### config.mk
export PLATFORM = sky130hd
export DESIGN_NAME = id_hazard_scoreboard
export DESIGN_NICKNAME = d
export VERILOG_FILES = /design/src/rtl/id_hazard_scoreboard.sv
export SDC_FILE = /design/constraint.sdc
export NUM_CORES = 1
export LEC_CHECK = 0
export CORE_ASPECT_RATIO = 0.7
export CORE_UTILIZATION = 60
export DETAILED_ROUTE_END_ITERATION = 16
export DONT_BUFFER_PORTS = 1
export MAX_ROUTING_LAYER = met4
export PLACE_DENSITY = 0.76
export SLEW_MARGIN = 40
export SYNTH_ARGS = -nofsm -noshare
export SYNTH_HDL_FRONTEND = slang
export SYNTH_SLANG_ARGS = --single-unit
### constraint.sdc
create_clock -name clk -period 5.8 [get_ports clk]
set_input_delay 0.58 -clock clk [delete_from_list [all_inputs] [get_ports clk]]
set_output_delay 0.58 -clock clk [all_outputs]
set_load 0.01 [all_outputs]
### src/rtl/id_hazard_scoreboard.sv
// ID-stage hazard scoreboard.
// A shift register tracks the destinations of instructions that have left ID,
// one entry per pipeline stage for LOAD_LAT+1 stages. An ID instruction is held
// until every source it reads can be forwarded from its youngest producer.
module id_hazard_scoreboard #(
  parameter int ADDR_W   = 5,
  parameter int NUM_SRC  = 2,
  parameter int LOAD_LAT = 1,
  parameter int CNT_W    = 4
) (
  input  logic                        clk,
  input  logic                        rst_n,
  input  logic                        issue_valid_i,
  input  logic [NUM_SRC*ADDR_W-1:0]   src_addr_i,
  input  logic [NUM_SRC-1:0]          src_used_i,
  input  logic [ADDR_W-1:0]           dst_addr_i,
  input  logic                        dst_wr_i,
  input  logic                        is_load_i,
  input  logic                        branch_i,
  input  logic                        flush_i,
  output logic                        stall_o,
  output logic                        pc_write_o,
  output logic                        ifid_write_o,
  output logic                        idex_bubble_o,
  output logic [CNT_W-1:0]            stall_cnt_o,
  output logic [31:0]                 stall_total_o
);

  localparam int DEPTH = LOAD_LAT + 1;

  // Entry k holds the producer k+1 stages past ID (entry 0 is in EX).
  logic              validReg [DEPTH];
  logic [ADDR_W-1:0] addrReg  [DEPTH];
  logic              ldReg    [DEPTH];

  logic [DEPTH-1:0]   entryUnmet;
  logic [NUM_SRC-1:0] srcHazard;
  logic               hazard;
  logic               issueOk;

  logic [CNT_W-1:0] stallCntReg;
  logic [CNT_W-1:0] stallCntNext;
  logic [31:0]      stallTotalReg;
  logic [31:0]      stallTotalNext;

  // Per entry: would a consumer reading its result right now be too early?
  // A load needs LOAD_LAT stages of age, an ALU result none; a branch compare
  // in ID needs one stage more than an EX consumer.
  genvar gi;
  generate
    for (gi = 0; gi < DEPTH; gi++) begin : g_entry
      localparam logic LD_EARLY = (gi < LOAD_LAT) ? 1'b1 : 1'b0;
      localparam logic LD_EDGE  = (gi == LOAD_LAT) ? 1'b1 : 1'b0;
      localparam logic IS_HEAD  = (gi == 0) ? 1'b1 : 1'b0;
      assign entryUnmet[gi] = validReg[gi] &
                              (ldReg[gi] ? (LD_EARLY | (branch_i & LD_EDGE))
                                         : (branch_i & IS_HEAD));
    end
  endgenerate

  // Per source: the youngest matching entry decides whether the value is ready.
  generate
    for (gi = 0; gi < NUM_SRC; gi++) begin : g_src
      logic [ADDR_W-1:0] srcAddr;
      logic              found;
      logic              unmet;
      assign srcAddr = src_addr_i[gi*ADDR_W +: ADDR_W];

      // Scan from youngest to oldest; first hit wins.
      always_comb begin
        found = 1'b0;
        unmet = 1'b0;
        for (int k = 0; k < DEPTH; k++) begin
          if (!found && validReg[k] && (addrReg[k] == srcAddr)) begin
            found = 1'b1;
            unmet = entryUnmet[k];
          end
        end
      end

      assign srcHazard[gi] = issue_valid_i & src_used_i[gi] &
                             (srcAddr != '0) & unmet;
    end
  endgenerate

  assign hazard        = |srcHazard;
  // A killed instruction never stalls, and reset suppresses the stall at once.
  assign stall_o       = hazard & ~flush_i & rst_n;
  assign pc_write_o    = ~stall_o;
  assign ifid_write_o  = ~stall_o;
  assign idex_bubble_o = stall_o | flush_i;
  assign issueOk       = issue_valid_i & ~stall_o & ~flush_i;

  // Head entry: the issuing instruction, or a bubble when nothing leaves ID.
  always_ff @(posedge clk) begin
    if (!rst_n) begin
      validReg[0] <= 1'b0;
      addrReg[0]  <= '0;
      ldReg[0]    <= 1'b0;
    end else begin
      validReg[0] <= issueOk & dst_wr_i & (dst_addr_i != '0);
      addrReg[0]  <= dst_addr_i;
      ldReg[0]    <= is_load_i;
    end
  end

  // Older entries age by one stage every cycle, stalled or not.
  generate
    for (gi = 1; gi < DEPTH; gi++) begin : g_shift
      always_ff @(posedge clk) begin
        if (!rst_n) begin
          validReg[gi] <= 1'b0;
          addrReg[gi]  <= '0;
          ldReg[gi]    <= 1'b0;
        end else begin
          validReg[gi] <= validReg[gi-1];
          addrReg[gi]  <= addrReg[gi-1];
          ldReg[gi]    <= ldReg[gi-1];
        end
      end
    end
  endgenerate

  // Saturating stall counters: run length clears on any non-stall cycle.
  always_comb begin
    stallCntNext   = '0;
    stallTotalNext = stallTotalReg;
    if (stall_o) begin
      stallCntNext = (stallCntReg == {CNT_W{1'b1}}) ? stallCntReg : stallCntReg + 1'b1;
      if (stallTotalReg != 32'hFFFF_FFFF) begin
        stallTotalNext = stallTotalReg + 32'd1;
      end
    end
  end

  // Counter state register.
  always_ff @(posedge clk) begin
    if (!rst_n) begin
      stallCntReg   <= '0;
      stallTotalReg <= '0;
    end else begin
      stallCntReg   <= stallCntNext;
      stallTotalReg <= stallTotalNext;
    end
  end

  assign stall_cnt_o   = stallCntReg;
  assign stall_total_o = stallTotalReg;

endmodule

Word-level counts from Yosys, hierarchy flattened
Memories as Yosys holds them, arrays and structs flattened.
Cells that the tools add are included.

cells by class
  add/sub/neg operators = 2
  equal/unequal tests = 6
  muxes and demuxes = 16
  bitwise gates (word level) = 23
  reductions and logical operators = 14

operators by type and width
  operator                 count
  $add A32 B1 Y32 const B  1
  $ne A32 B32 Y1 const B   1
  $eq A5 B5 Y1             4
  $reduce_bool A5 Y1       3
  $and A1 B1 Y1            14
  $mux W1                  14
  $mux W5                  2
  $or A1 B1 Y1             7
  $logic_and A1 B1 Y1      6
  $add A4 B1 Y4 const B    1
  $eq A4 B4 Y1 const B     1
  $reduce_and A2 Y1        2
  $logic_not A1 Y1         2
  $not A1 Y1               2
  $reduce_or A2 Y1         1

storage, ports and cells
  register bits after elaboration = 36
  RAM bits = 14
  input port bits = 24
  output and inout port bits = 40
  word-level logic and storage cells = 66
  memories = 3

memory list
  memory    words  width  rd ports  clocked after memory_dff  wr ports  line  text
  addrReg   2      5      2         0                         2         33    logic [ADDR_W-1:0] addrReg [DEPTH];
  ldReg     2      1      2         0                         2         34    logic ldReg [DEPTH];
  validReg  2      1      2         0                         2         32    logic validReg [DEPTH];

Longest topological paths before layout
  depth after elaboration = 17
  gate-level depth with buffers = 10
  mapped depth without buffers = 8

Least setup slack after synthesis
OpenSTA, ideal clock, no wires.

  path kind = in2out
  start point = input port src_addr_i[0]
  end point = output port pc_write_o
  arrival = 2.594 ns
  required time = 5.220 ns
  path slack = 2.626 ns
  cell stages on the path = 8
  buffers on the path = 2
  cells stage by stage = or4_1 -> o211ai_1 -> or4_4 -> o22ai_1 -> a211oi_2 -> nand2b_1 -> clkbuf_1 -> buf_4

on the way
  longest elaborated chain between the ends = 12
  elaborated cells on any way between the ends = 16
  those cells by class = eq/ne: 2; mux: 3; bitwise: 5; reduce/logical: 6

ends and longest elaborated chain
  item                               line  text
  from (decl)                        14    input logic [NUM_SRC*ADDR_W-1:0] src_addr_i,
  $eq A5 B5 Y1                       74    if (!found && validReg[k] && (addrReg[k] == srcAddr)) begin
  $logic_and A1 B1 Y1                74
  $mux W1                            74
  $logic_not A1 Y1                   74
  $logic_and A1 B1 Y1 (2 in series)  74
  $mux W1                            74
  $and A1 B1 Y1 (*)                  82    (srcAddr != '0) & unmet;
  $reduce_or A2 Y1 (*)               86    assign hazard = |srcHazard;
  $and A1 B1 Y1 (*) (2 in series)    88    assign stall_o = hazard & ~flush_i & rst_n;
  $not A1 Y1 (*)                     -
  to (decl)                          22    output logic pc_write_o,

Mark *: on every way between the ends. The rest lies on a longest branch, timed or not.

Final worst setup path
  start point = input port src_addr_i[0]
  end point = output port idex_bubble_o

on the way
  longest elaborated chain between the ends = 12
  elaborated cells on any way between the ends = 16
  those cells by class = eq/ne: 2; mux: 3; bitwise: 5; reduce/logical: 6

ends and longest elaborated chain
  item                               line  text
  $eq A5 B5 Y1                       74
  $logic_and A1 B1 Y1                74
  $mux W1                            74
  $logic_not A1 Y1                   74
  $logic_and A1 B1 Y1 (2 in series)  74
  $mux W1                            74
  $and A1 B1 Y1 (*)                  82
  $reduce_or A2 Y1 (*)               86
  $and A1 B1 Y1 (*) (2 in series)    88
  $or A1 B1 Y1 (*)                   91    assign idex_bubble_o = stall_o | flush_i;
  to (decl)                          24    output logic idex_bubble_o,

Marks and branches as above.

==> summary.txt <==
Timing
  – Final min period: 3.44 ns
  – Relative slew slack: 47.3%
  – Fin worst setup slack: 2.36 ns
  – Final hold vios: 0
  – Final Skew: 0.0109 ns
  – Max-slew violation count: 0
  – RSZ-0062 raised after global routing: false
  – Count of final setup violators: 0
  – Final period util: 59.2%
  – Sum of negative setup slack: 0 ns
  – Fin Hold WS: 0.400 ns
  – Fmax: 291 MHz
  – Actual slew at the worst max-slew pin: 0.779 ns

Run
  – Max-cap violation count: 0

Finish
  – Fin cells: 339
  – Area delta synth->final: 4.32%
  – Fraction of layout cells with a size suffix above 1: 4.18%
  – Filler cells: 336
  – Layout net count: 312
  – Diode count: 0

Detailed routing
  – Final wirelength: 5260 um
  – Post-route ant nets: 0
  – First-pass DRT Iterations: 4
  – DRT iter0 DRCs: 118
  – Via count: 2101
  – Remaining DRCs: 0
  – Via/cell ratio: 6.20
  – Drt wl/cell: 15.5 um

Clock tree
  – Num CTS Buffers: 5
  – Clock root cell: clkbuf_8
  – Clock Tree Buf Depth: 2
  – Setup Fix Bufs, Post-CTS: 0
  – Clock Latency Late Sink: 0.31 ns
  – CTS resizes: 0
  – Total clock sinks: 50
  – Post-cts hold buffer count: 0
  – Worst-path clk slew: 0.08 ns
  – H-tree levels: 2
  – CTS tree: yes

GRT
  – Antenna violations before repair: 0
  – Gr usage total: 25.5%
  – Grt ovf: 0
  – Vias in the first global route: 1923
  – Global-route wire length before repair: 8780 um
  – Largest net degree at the start of global routing: 56

Synth
  – Mapped Cells: 292
  – Largest family of logic cells by synthesized area: simple AND/OR/NAND/NOR gates
  – Top cell type's share of synthesized area: 38.8%
  – Post-Synth XOR/XNOR Area: 8.49%
  – Post-synthesis mux area share: 3.49%
  – Yosys cell types: 41
  – Synth cell count leaders: dfxtp_1, nand2_1, and2_1
  – Synth Area in Simple Gates: 29.6%
  – Top-count cell post-synth: dfxtp_1
  – Area contributors post-synth: dfxtp_1, xnor2_1, and2_1, nand2_1, mux2i_1
  – #FFs+latches synth: 50
  – Mapped Area: 0.00258 mm^2
  – Synth Warn #: 0
  – Ys flop type: dfxtp_1
  – Adder-cell area share of the yosys netlist: 0.970%
  – Sequential share of the synthesized area: 38.8%
  – Cell type with the highest aggregate area in the netlist: dfxtp_1
  – Syn_area_per_cell: 8.84 um^2
  – Compound-gate portion of the synthesized area: 15.1%
  – Async set-reset flop share out of synthesis: 0%
  – EDFF count, synth: 0
  – Syn Nets: 318

Floorplanning
  – Core Area: 0.00402 mm^2
  – Die ar.: 0.00457 mm^2
  – Initial core utilization: 64.2%
  – Die height: 56.9 um
  – Ports: 64
  – Chip width: 80.4 um
  – Rows: 19

Critical path
  – CP top delay family: simple AND/OR/NAND/NOR gates
  – Critical path cell sequence: or4_1 -> o211ai_1 -> or4_4 -> o22ai_1 -> a211oi_2 -> nand2b_1 -> nand2b_1
  – Slowest library cell on the worst path: a211oi_2
  – Kind of critical path: primary input to output pin
  – Max incr delay on CP: 0.53 ns
  – Worst EP arrival: 2.86 ns
  – CP endpoint kind: output pin
  – Critical path launch point type: primary input
  – Crit path buf inv count: 0
  – Critical Path RT: 5.22 ns
  – Top cell by count, worst path: nand2b_1
  – CP max FO: 10

Pwr
  – Worst vdd ir: 0.166 mV
  – PD cells: 225 mW/mm^2
  – Leak pwr: 0.000901 uW

Placed design
  – Global placement routability congestion: 0.828
  – Post-placement cell count: 331
  – IO Port Bufs: 0
  – DPL Wire Length: 3790 um
  – Dpl ws: 2.31 ns

Status
  – Outcome: complete, no violations

Hold path
  – HP Class: primary input to flip-flop
-- final timing paths --
path,start,end,slack (ns),depth (start not counted)
setup / recovery,src_addr_i[0],idex_bubble_o,2.36,7
hold reg to reg,ldReg[0]$_DFF_P_,ldReg[1]$_DFF_P_,0.50,1
hold / removal,dst_addr_i[4],addrReg[0][4]$_SDFF_PN0_,0.40,1
setup reg to reg,addrReg[1][0]$_SDFF_PN0_,stall_total_o[25]$_SDFFE_PN0P_,2.94,8
-- cell families after synthesis --
family / after synthesis
adder cells (fa/ha/maj): 2
AND/OR/NAND/NOR: 135
multiplexers: 9
AO/OA/AOI/OAI: 51
buffers and inverters: 20
XOR/XNOR: 25
flip-flops: 50
-- power by group --
part	total, uW	switching, uW	internal [uW]	leakage [uW]
Combinational	21.8	7.72	14.1	0.000438
Sequential	351	4.07	347	0.000405
Clock	232	112	121	0.0000575
-- flip-flops by register name (all words and copies together), names as in the netlist --
name           cells
stall_total_o     32
addrReg           10
stall_cnt_o        4
ldReg              2
validReg           2
-- layout make-up --
cell class / count / area, um^2 / share of cell area, %
clock buffers: 8 / 110 / 4.09
inverters: 7 / 26.3 / 0.976
well taps: 52 / 65.1 / 2.42
multi-input cells: 222 / 1490 / 55.3
flip-flops and latches: 50 / 1000 / 37.2
-- routing by layer --
layer	GRT usage, %	share of wire (%)	up-vias
li1	-	-	1053
met1	34.0	49	993
met2	35.6	42	49
met3	8.94	7.5	6
met4	8.67	1.3	0
met5	-	0	-
-- metrics by stage --
step | utilization (%) | power [uW] | cell area (um^2)
2_1_floorplan | - | 382 | 2580
3_3_place_gp | 64.2 | 381 | 2580
3_5_place_dp | 64.2 | 381 | 2580
4_1_cts | 67.0 | 608 | 2690
5_1_grt | 67.0 | 625 | 2690
6_report | 67.0 | 605 | 2690
-- cell usage in the layout, fill, tap and decap left out --
master / count
dfxtp_1: 50
o21ai_0: 6
mux2i_1: 9
a211oi_2: 2
nand3_1: 16
and2_1: 19
o21a_1: 3
nand4_1: 9
a31oi_1: 1
o311ai_0: 2
and4_1: 3
nand2b_1: 9
inv_1: 7
ha_1: 2
o31ai_1: 11
nor4b_1: 2
nor4_1: 6
or4_4: 1
a32o_1: 1
xnor2_1: 15
a21boi_1: 8
nand2_1: 25
o31a_1: 2
o41ai_1: 2
nor2_1: 11
or3_4: 1
a211oi_1: 1
nor3_1: 6
or4_1: 12
xor2_1: 10
clkbuf_8: 8
o22ai_1: 1
or3_1: 8
and3_1: 5
a21boi_0: 8
o211ai_1: 1
o311a_1: 2
nor2b_1: 2
Note: power is estimated with default switching activity, not from simulation.
